$ cat src/rtl/axi_mem_arbiter.sv
// axi_mem_arbiter: AXI4-Lite 2:1 arbiter, fetch (M0) and data (M1)
// onto one memory slave; one outstanding read and one write.
module axi_mem_arbiter #(
  parameter int AXI_AWIDTH = 32,
  parameter int AXI_DWIDTH = 32,
  parameter bit PRIO_M1    = 1'b1,
  parameter int MAX_WAIT   = 2
) (
  input  logic                    ACLK,
  input  logic                    ARESETN,
  input  logic [AXI_AWIDTH-1:0]   M0_ARADDR,
  input  logic                    M0_ARVALID,
  output logic                    M0_ARREADY,
  output logic [AXI_DWIDTH-1:0]   M0_RDATA,
  output logic [1:0]              M0_RRESP,
  output logic                    M0_RVALID,
  input  logic                    M0_RREADY,
  input  logic [AXI_AWIDTH-1:0]   M1_AWADDR,
  input  logic                    M1_AWVALID,
  output logic                    M1_AWREADY,
  input  logic [AXI_DWIDTH-1:0]   M1_WDATA,
  input  logic [AXI_DWIDTH/8-1:0] M1_WSTRB,
  input  logic                    M1_WVALID,
  output logic                    M1_WREADY,
  output logic [1:0]              M1_BRESP,
  output logic                    M1_BVALID,
  input  logic                    M1_BREADY,
  input  logic [AXI_AWIDTH-1:0]   M1_ARADDR,
  input  logic                    M1_ARVALID,
  output logic                    M1_ARREADY,
  output logic [AXI_DWIDTH-1:0]   M1_RDATA,
  output logic [1:0]              M1_RRESP,
  output logic                    M1_RVALID,
  input  logic                    M1_RREADY,
  output logic [AXI_AWIDTH-1:0]   S_AWADDR,
  output logic                    S_AWVALID,
  input  logic                    S_AWREADY,
  output logic [AXI_DWIDTH-1:0]   S_WDATA,
  output logic [AXI_DWIDTH/8-1:0] S_WSTRB,
  output logic                    S_WVALID,
  input  logic                    S_WREADY,
  input  logic [1:0]              S_BRESP,
  input  logic                    S_BVALID,
  output logic                    S_BREADY,
  output logic [AXI_AWIDTH-1:0]   S_ARADDR,
  output logic                    S_ARVALID,
  input  logic                    S_ARREADY,
  input  logic [AXI_DWIDTH-1:0]   S_RDATA,
  input  logic [1:0]              S_RRESP,
  input  logic                    S_RVALID,
  output logic                    S_RREADY
);

  localparam int CW = (MAX_WAIT > 0) ? $clog2(MAX_WAIT + 1) : 1;
  localparam logic [CW-1:0] CMAX = CW'(MAX_WAIT);

  typedef enum logic [1:0] {R_IDLE, R_ADDR, R_DATA} r_state_t;
  typedef enum logic [1:0] {W_IDLE, W_REQ, W_RESP} w_state_t;

  r_state_t r_state, r_next;
  w_state_t w_state, w_next;

  logic [1:0]    gnt;
  logic [CW-1:0] wait_cnt;
  logic          pick_m1, ar_take, contend, force_lose, r_hs;
  logic          aw_held, w_held, aw_done, w_done;
  logic          aw_take, w_take, b_done;

  // state registers
  always_ff @(posedge ACLK or negedge ARESETN) begin
    if (!ARESETN) begin
      r_state <= R_IDLE;
      w_state <= W_IDLE;
    end else begin
      r_state <= r_next;
      w_state <= w_next;
    end
  end

  // read arbitration, slave AR issue and R routing
  always_comb begin
    r_next     = r_state;
    M0_ARREADY = 1'b0;
    M1_ARREADY = 1'b0;
    S_ARVALID  = 1'b0;
    S_RREADY   = 1'b0;
    M0_RVALID  = 1'b0;
    M0_RDATA   = '0;
    M0_RRESP   = '0;
    M1_RVALID  = 1'b0;
    M1_RDATA   = '0;
    M1_RRESP   = '0;
    pick_m1    = 1'b0;
    ar_take    = 1'b0;
    contend    = 1'b0;
    force_lose = 1'b0;
    r_hs       = 1'b0;
    unique case (r_state)
      R_IDLE: begin
        contend    = M0_ARVALID && M1_ARVALID;
        force_lose = contend && (wait_cnt == CMAX);
        if (contend) pick_m1 = force_lose ? !PRIO_M1 : PRIO_M1;
        else         pick_m1 = M1_ARVALID;
        if (ARESETN && (M0_ARVALID || M1_ARVALID)) begin
          ar_take    = 1'b1;
          M1_ARREADY = pick_m1;
          M0_ARREADY = !pick_m1;
          r_next     = R_ADDR;
        end
      end
      R_ADDR: begin
        S_ARVALID = 1'b1;
        if (S_ARREADY) r_next = R_DATA;
      end
      R_DATA: begin
        if (gnt[1]) begin
          M1_RVALID = S_RVALID;
          M1_RDATA  = S_RDATA;
          M1_RRESP  = S_RRESP;
          r_hs      = S_RVALID && M1_RREADY;
          S_RREADY  = M1_RREADY;
        end else if (gnt[0]) begin
          M0_RVALID = S_RVALID;
          M0_RDATA  = S_RDATA;
          M0_RRESP  = S_RRESP;
          r_hs      = S_RVALID && M0_RREADY;
          S_RREADY  = M0_RREADY;
        end
        if (r_hs) r_next = R_IDLE;
      end
      default: r_next = R_IDLE;
    endcase
  end

  // latch read address, grant and starvation counter
  always_ff @(posedge ACLK or negedge ARESETN) begin
    if (!ARESETN) begin
      S_ARADDR <= '0;
      gnt      <= '0;
      wait_cnt <= '0;
    end else if (ar_take) begin
      S_ARADDR <= pick_m1 ? M1_ARADDR : M0_ARADDR;
      gnt      <= {pick_m1, !pick_m1};
      if (!contend || force_lose) wait_cnt <= '0;
      else                        wait_cnt <= wait_cnt + CW'(1);
    end
  end

  // write collection, paired AW/W issue and B return
  always_comb begin
    w_next     = w_state;
    M1_AWREADY = 1'b0;
    M1_WREADY  = 1'b0;
    S_AWVALID  = 1'b0;
    S_WVALID   = 1'b0;
    S_BREADY   = 1'b0;
    M1_BVALID  = 1'b0;
    M1_BRESP   = '0;
    aw_take    = 1'b0;
    w_take     = 1'b0;
    b_done     = 1'b0;
    unique case (w_state)
      W_IDLE: begin
        M1_AWREADY = ARESETN && !aw_held;
        M1_WREADY  = ARESETN && !w_held;
        aw_take    = M1_AWVALID && M1_AWREADY;
        w_take     = M1_WVALID && M1_WREADY;
        if ((aw_held || aw_take) && (w_held || w_take))
          w_next = W_REQ;
      end
      W_REQ: begin
        S_AWVALID = !aw_done;
        S_WVALID  = !w_done;
        if ((aw_done || S_AWREADY) && (w_done || S_WREADY))
          w_next = W_RESP;
      end
      W_RESP: begin
        M1_BVALID = S_BVALID;
        M1_BRESP  = S_BRESP;
        S_BREADY  = M1_BREADY;
        if (S_BVALID && M1_BREADY) begin
          b_done = 1'b1;
          w_next = W_IDLE;
        end
      end
      default: w_next = W_IDLE;
    endcase
  end

  // write payload buffer and per-channel progress flags
  always_ff @(posedge ACLK or negedge ARESETN) begin
    if (!ARESETN) begin
      S_AWADDR <= '0;
      S_WDATA  <= '0;
      S_WSTRB  <= '0;
      aw_held  <= 1'b0;
      w_held   <= 1'b0;
      aw_done  <= 1'b0;
      w_done   <= 1'b0;
    end else begin
      if (aw_take) begin
        S_AWADDR <= M1_AWADDR;
        aw_held  <= 1'b1;
      end
      if (w_take) begin
        S_WDATA <= M1_WDATA;
        S_WSTRB <= M1_WSTRB;
        w_held  <= 1'b1;
      end
      if (S_AWVALID && S_AWREADY) aw_done <= 1'b1;
      if (S_WVALID && S_WREADY)   w_done  <= 1'b1;
      if (b_done) begin
        aw_held <= 1'b0;
        w_held  <= 1'b0;
        aw_done <= 1'b0;
        w_done  <= 1'b0;
      end
    end
  end

endmodule

$ cat config.mk
export PLATFORM = sky130hd
export DESIGN_NAME = axi_mem_arbiter
export DESIGN_NICKNAME = d
export VERILOG_FILES = /design/src/rtl/axi_mem_arbiter.sv
export SDC_FILE = /design/constraint.sdc
export NUM_CORES = 1
export LEC_CHECK = 0
export BUFFER_PORTS_ARGS = -buffer_cell sky130_fd_sc_hd__buf_4
export CAP_MARGIN = 30
export CORE_AREA = 2 2 140 142
export CTS_CLUSTER_SIZE = 25
export DETAILED_ROUTE_END_ITERATION = 8
export DIE_AREA = 0 0 142 144
export SYNTH_ARGS = -nofsm -noshare
export SYNTH_HDL_FRONTEND = slang
export SYNTH_SLANG_ARGS = --single-unit
$ cat constraint.sdc
create_clock -name ACLK -period 2.55 [get_ports ACLK]
set_input_delay 0.6375 -clock ACLK [delete_from_list [all_inputs] [get_ports ACLK]]
set_output_delay 0.6375 -clock ACLK [all_outputs]
set_load 0.01 [all_outputs]
==> metrics.txt <==
status=finished, final reports clean; switching power=3.11 mW; Overall Global Routing Usage=17.9%; DRT antenna net count=0; syn_nets=654; RSZ-0062 raised after global routing=no; Critical Path AT=1760 ps; part of the power in registers=36.1%; Register Area=0.00280 mm2; most frequent cell after synthesis=dfrtp_1; setup TNS=0 ps; Avg Cell Area, Syn=11.0 um2; ys async rst share=100%; Synth Area in Adders=0.241%; Rows=51; worst flop-to-flop path endpoint=S_AWADDR[16]$_DFFE_PN0P_; Synth warnings=0; # Post-CTS Setup Buffers=0; Total Die Area=0.0204 mm2; vias in the first global route=4925; Hold Worst Slack=389 ps; complex-gate fraction of the synthesized area=12.2%; CTS tree=yes; mux share of post-synthesis cell area=14.7%; multi-input logic area=0.00216 mm2; largest family of logic cells by synthesized area=multiplexers; PortBufs=363; Worst Path Class, Setup=flip-flop to primary output; commonest cells in the synthesized netlist=dfrtp_1, and2_1, mux2_2; MaxCap Viol Count=0; Post-synth EDFFs=0; cts hold-fix bufs=0; Via density=4.62; first-pass GRT wire length=27800 um; Fill cells=1876; LEAKAGE=4.35 nW; Hold Path Class=primary input to async pin; Clk pwr share=16.8%; Via Count=4965; Hold Fails Final Rpt=0; Tightest Pin Transition=879 ps; Pwr Total=8.71 mW; fraction of layout cells with a size suffix above 1=56.0%; Wirelength per Cell=17.8 um; Post-Syn Area=0.00520 mm2; Pint=5.60 mW; die width=142 um; clock sink count=112; Primary FF master, synth=dfrtp_1; FF-to-FF path depth=4; remaining global-route overflow=0; H-Tree Depth=3; Layout area overhead=64.2%; Synth top area share=53.9%; Critical Path Sink=M0_RDATA[1]; CP Capture Type=primary output; core area=0.0191 mm2; Post-Layout Inst Area=0.00854 mm2; Yosys cell types=33; Peak VDD IR=0.000400 V; RR Startpoint=w_state[0]$_DFFE_PN0P_; initial core utilization=27.3%; gp weighted congestion=0.814; post-CTS sizing=0; post-synthesis xor/xnor area fraction=0%; register area share after synthesis=53.9%; Die Ht=144 um; CTS Buf Count=9; nets@finish=1014; CP startpoint=r_state[0]$_DFFE_PN0P_; R2R Setup Slk=780 ps; # IOs=364; Max clock buf depth=2; largest cells by area after synthesis=dfrtp_1, mux2_2, and2_1; clk slew on worst S/H paths=90 ps; Placement Cell Area=0.00823 mm2; fmax=417 MHz; Post-DP HPWL=14900 um; initial antenna violation count=1; period utilization=94.2%; Clock Root Buffer=clkbuf_16; critical path data required time=1910 ps; post-synthesis simple-gate area fraction=14.2%; synthesized flop and latch total=112; power density cells=1020 mW/mm2; DRC Markers=0; switching share of total power=35.7%; combinational share of power=47.1%; Max Transition Viols Final=0; 1st-iter DRT viols=159; first-pass detailed-route iteration total=5; relative slew slack=41.4%; crit-path max FO=35; clock skew=13.7 ps; Skew-Pair Late Insertion Delay=350 ps; pin count of the biggest net entering global routing=69; largest area contributor in the netlist=dfrtp_1; Startpoint Class=flip-flop; drt total wl=19200 um; Period minus WS final=2400 ps; final setup vio count=0; Gate Count Post-Synth=471
area by class of cell:
type	instances	area share [%]
timing repair buffer	379	33.8
sequential	112	32.8
multi-input combinational	305	25.3
tap	238	3.49
clock buffer	9	2.64
inverter	24	1.05
clock inverter	7	0.967
antenna	1	0.0293
registers in the layout, indices dropped and copies added (netlist names):
name and flops:
S_ARADDR 32, S_AWADDR 32, S_WDATA 32, S_WSTRB 4, aw_done 1, aw_held 1, gnt 2, r_state 2
w_done 1, w_held 1, w_state 2, wait_cnt 2
power by group through the flow:
stage / Combinational [mW] / Sequential [mW] / Clock [mW]
floorplan: 1.56 / 3.48 / 0
global route: 4.44 / 3.26 / 1.58
global placement: 4.11 / 3.16 / 0
finish: 4.10 / 3.14 / 1.46
detailed placement: 4.16 / 3.18 / 0
CTS: 4.16 / 3.16 / 1.52
kinds of logic after synthesis:
family                     Yosys count
AOI/OAI and AO/OA                  101
and+or+nand+nor                    135
adders and majority gates            1
DFF                                112
muxes                               68
buffers and inverters               54
stage by stage:
stage | utilization (%) | std cells | setup slack [ps]
2_1_floorplan | - | 471 | 115
3_3_place_gp | 43.1 | 1058 | 244
3_5_place_dp | 43.1 | 1058 | 247
4_1_cts | 44.8 | 1074 | 121
5_1_grt | 44.8 | 1075 | 66.5
6_report | 44.8 | 1075 | 149
worst min-delay path by stage:
stage	start	to	slack, ps	depth (start not counted)
2_1_floorplan	ARESETN	S_ARADDR[0]$_DFFE_PN0P_	340	0
3_3_place_gp	wait_cnt[0]$_DFFE_PN0P_	wait_cnt[0]$_DFFE_PN0P_	470	1
3_5_place_dp	wait_cnt[0]$_DFFE_PN0P_	wait_cnt[0]$_DFFE_PN0P_	480	1
4_1_cts	ARESETN	S_AWADDR[7]$_DFFE_PN0P_	390	3
5_1_grt	ARESETN	S_AWADDR[31]$_DFFE_PN0P_	400	3
6_report	ARESETN	S_AWADDR[27]$_DFFE_PN0P_	390	3
critical path, stage by stage (launching register included):
cell	delay (ps)
dfrtp_1	410
nand2b_1	220
nor3_2	200
buf_12	200
and2_1	230
buf_4	150
layout by cell type, fill, tap and decap left out, drive strengths merged, types with 2 or more instances in the layout:
| cell | instances |
|---|---|
| clkinv | 2 |
| dfrtp | 112 |
| o221ai | 18 |
| a21boi | 2 |
| o2bb2ai | 2 |
| nand2 | 26 |
| nor2 | 22 |
| nor4b | 2 |
| a21oi | 24 |
| clkbuf | 9 |
| mux2 | 68 |
| buf | 379 |
| o21ai | 36 |
| and2 | 74 |
| nand3 | 2 |
| o31ai | 15 |
| nand2b | 2 |
| inv | 28 |
per-layer routing:
| layer | global-route usage [%] | vias to the layer above | wire [um] |
|---|---|---|---|
| met5 | 0 | - | 0 |
| met3 | 5.93 | 21 | 1670 |
| met4 | 6.68 | 0 | 435 |
| met2 | 31.8 | 244 | 9930 |
| li1 | - | 2343 | - |
| met1 | 19.9 | 2357 | 7120 |
Note: power is estimated with default switching activity, not from simulation.
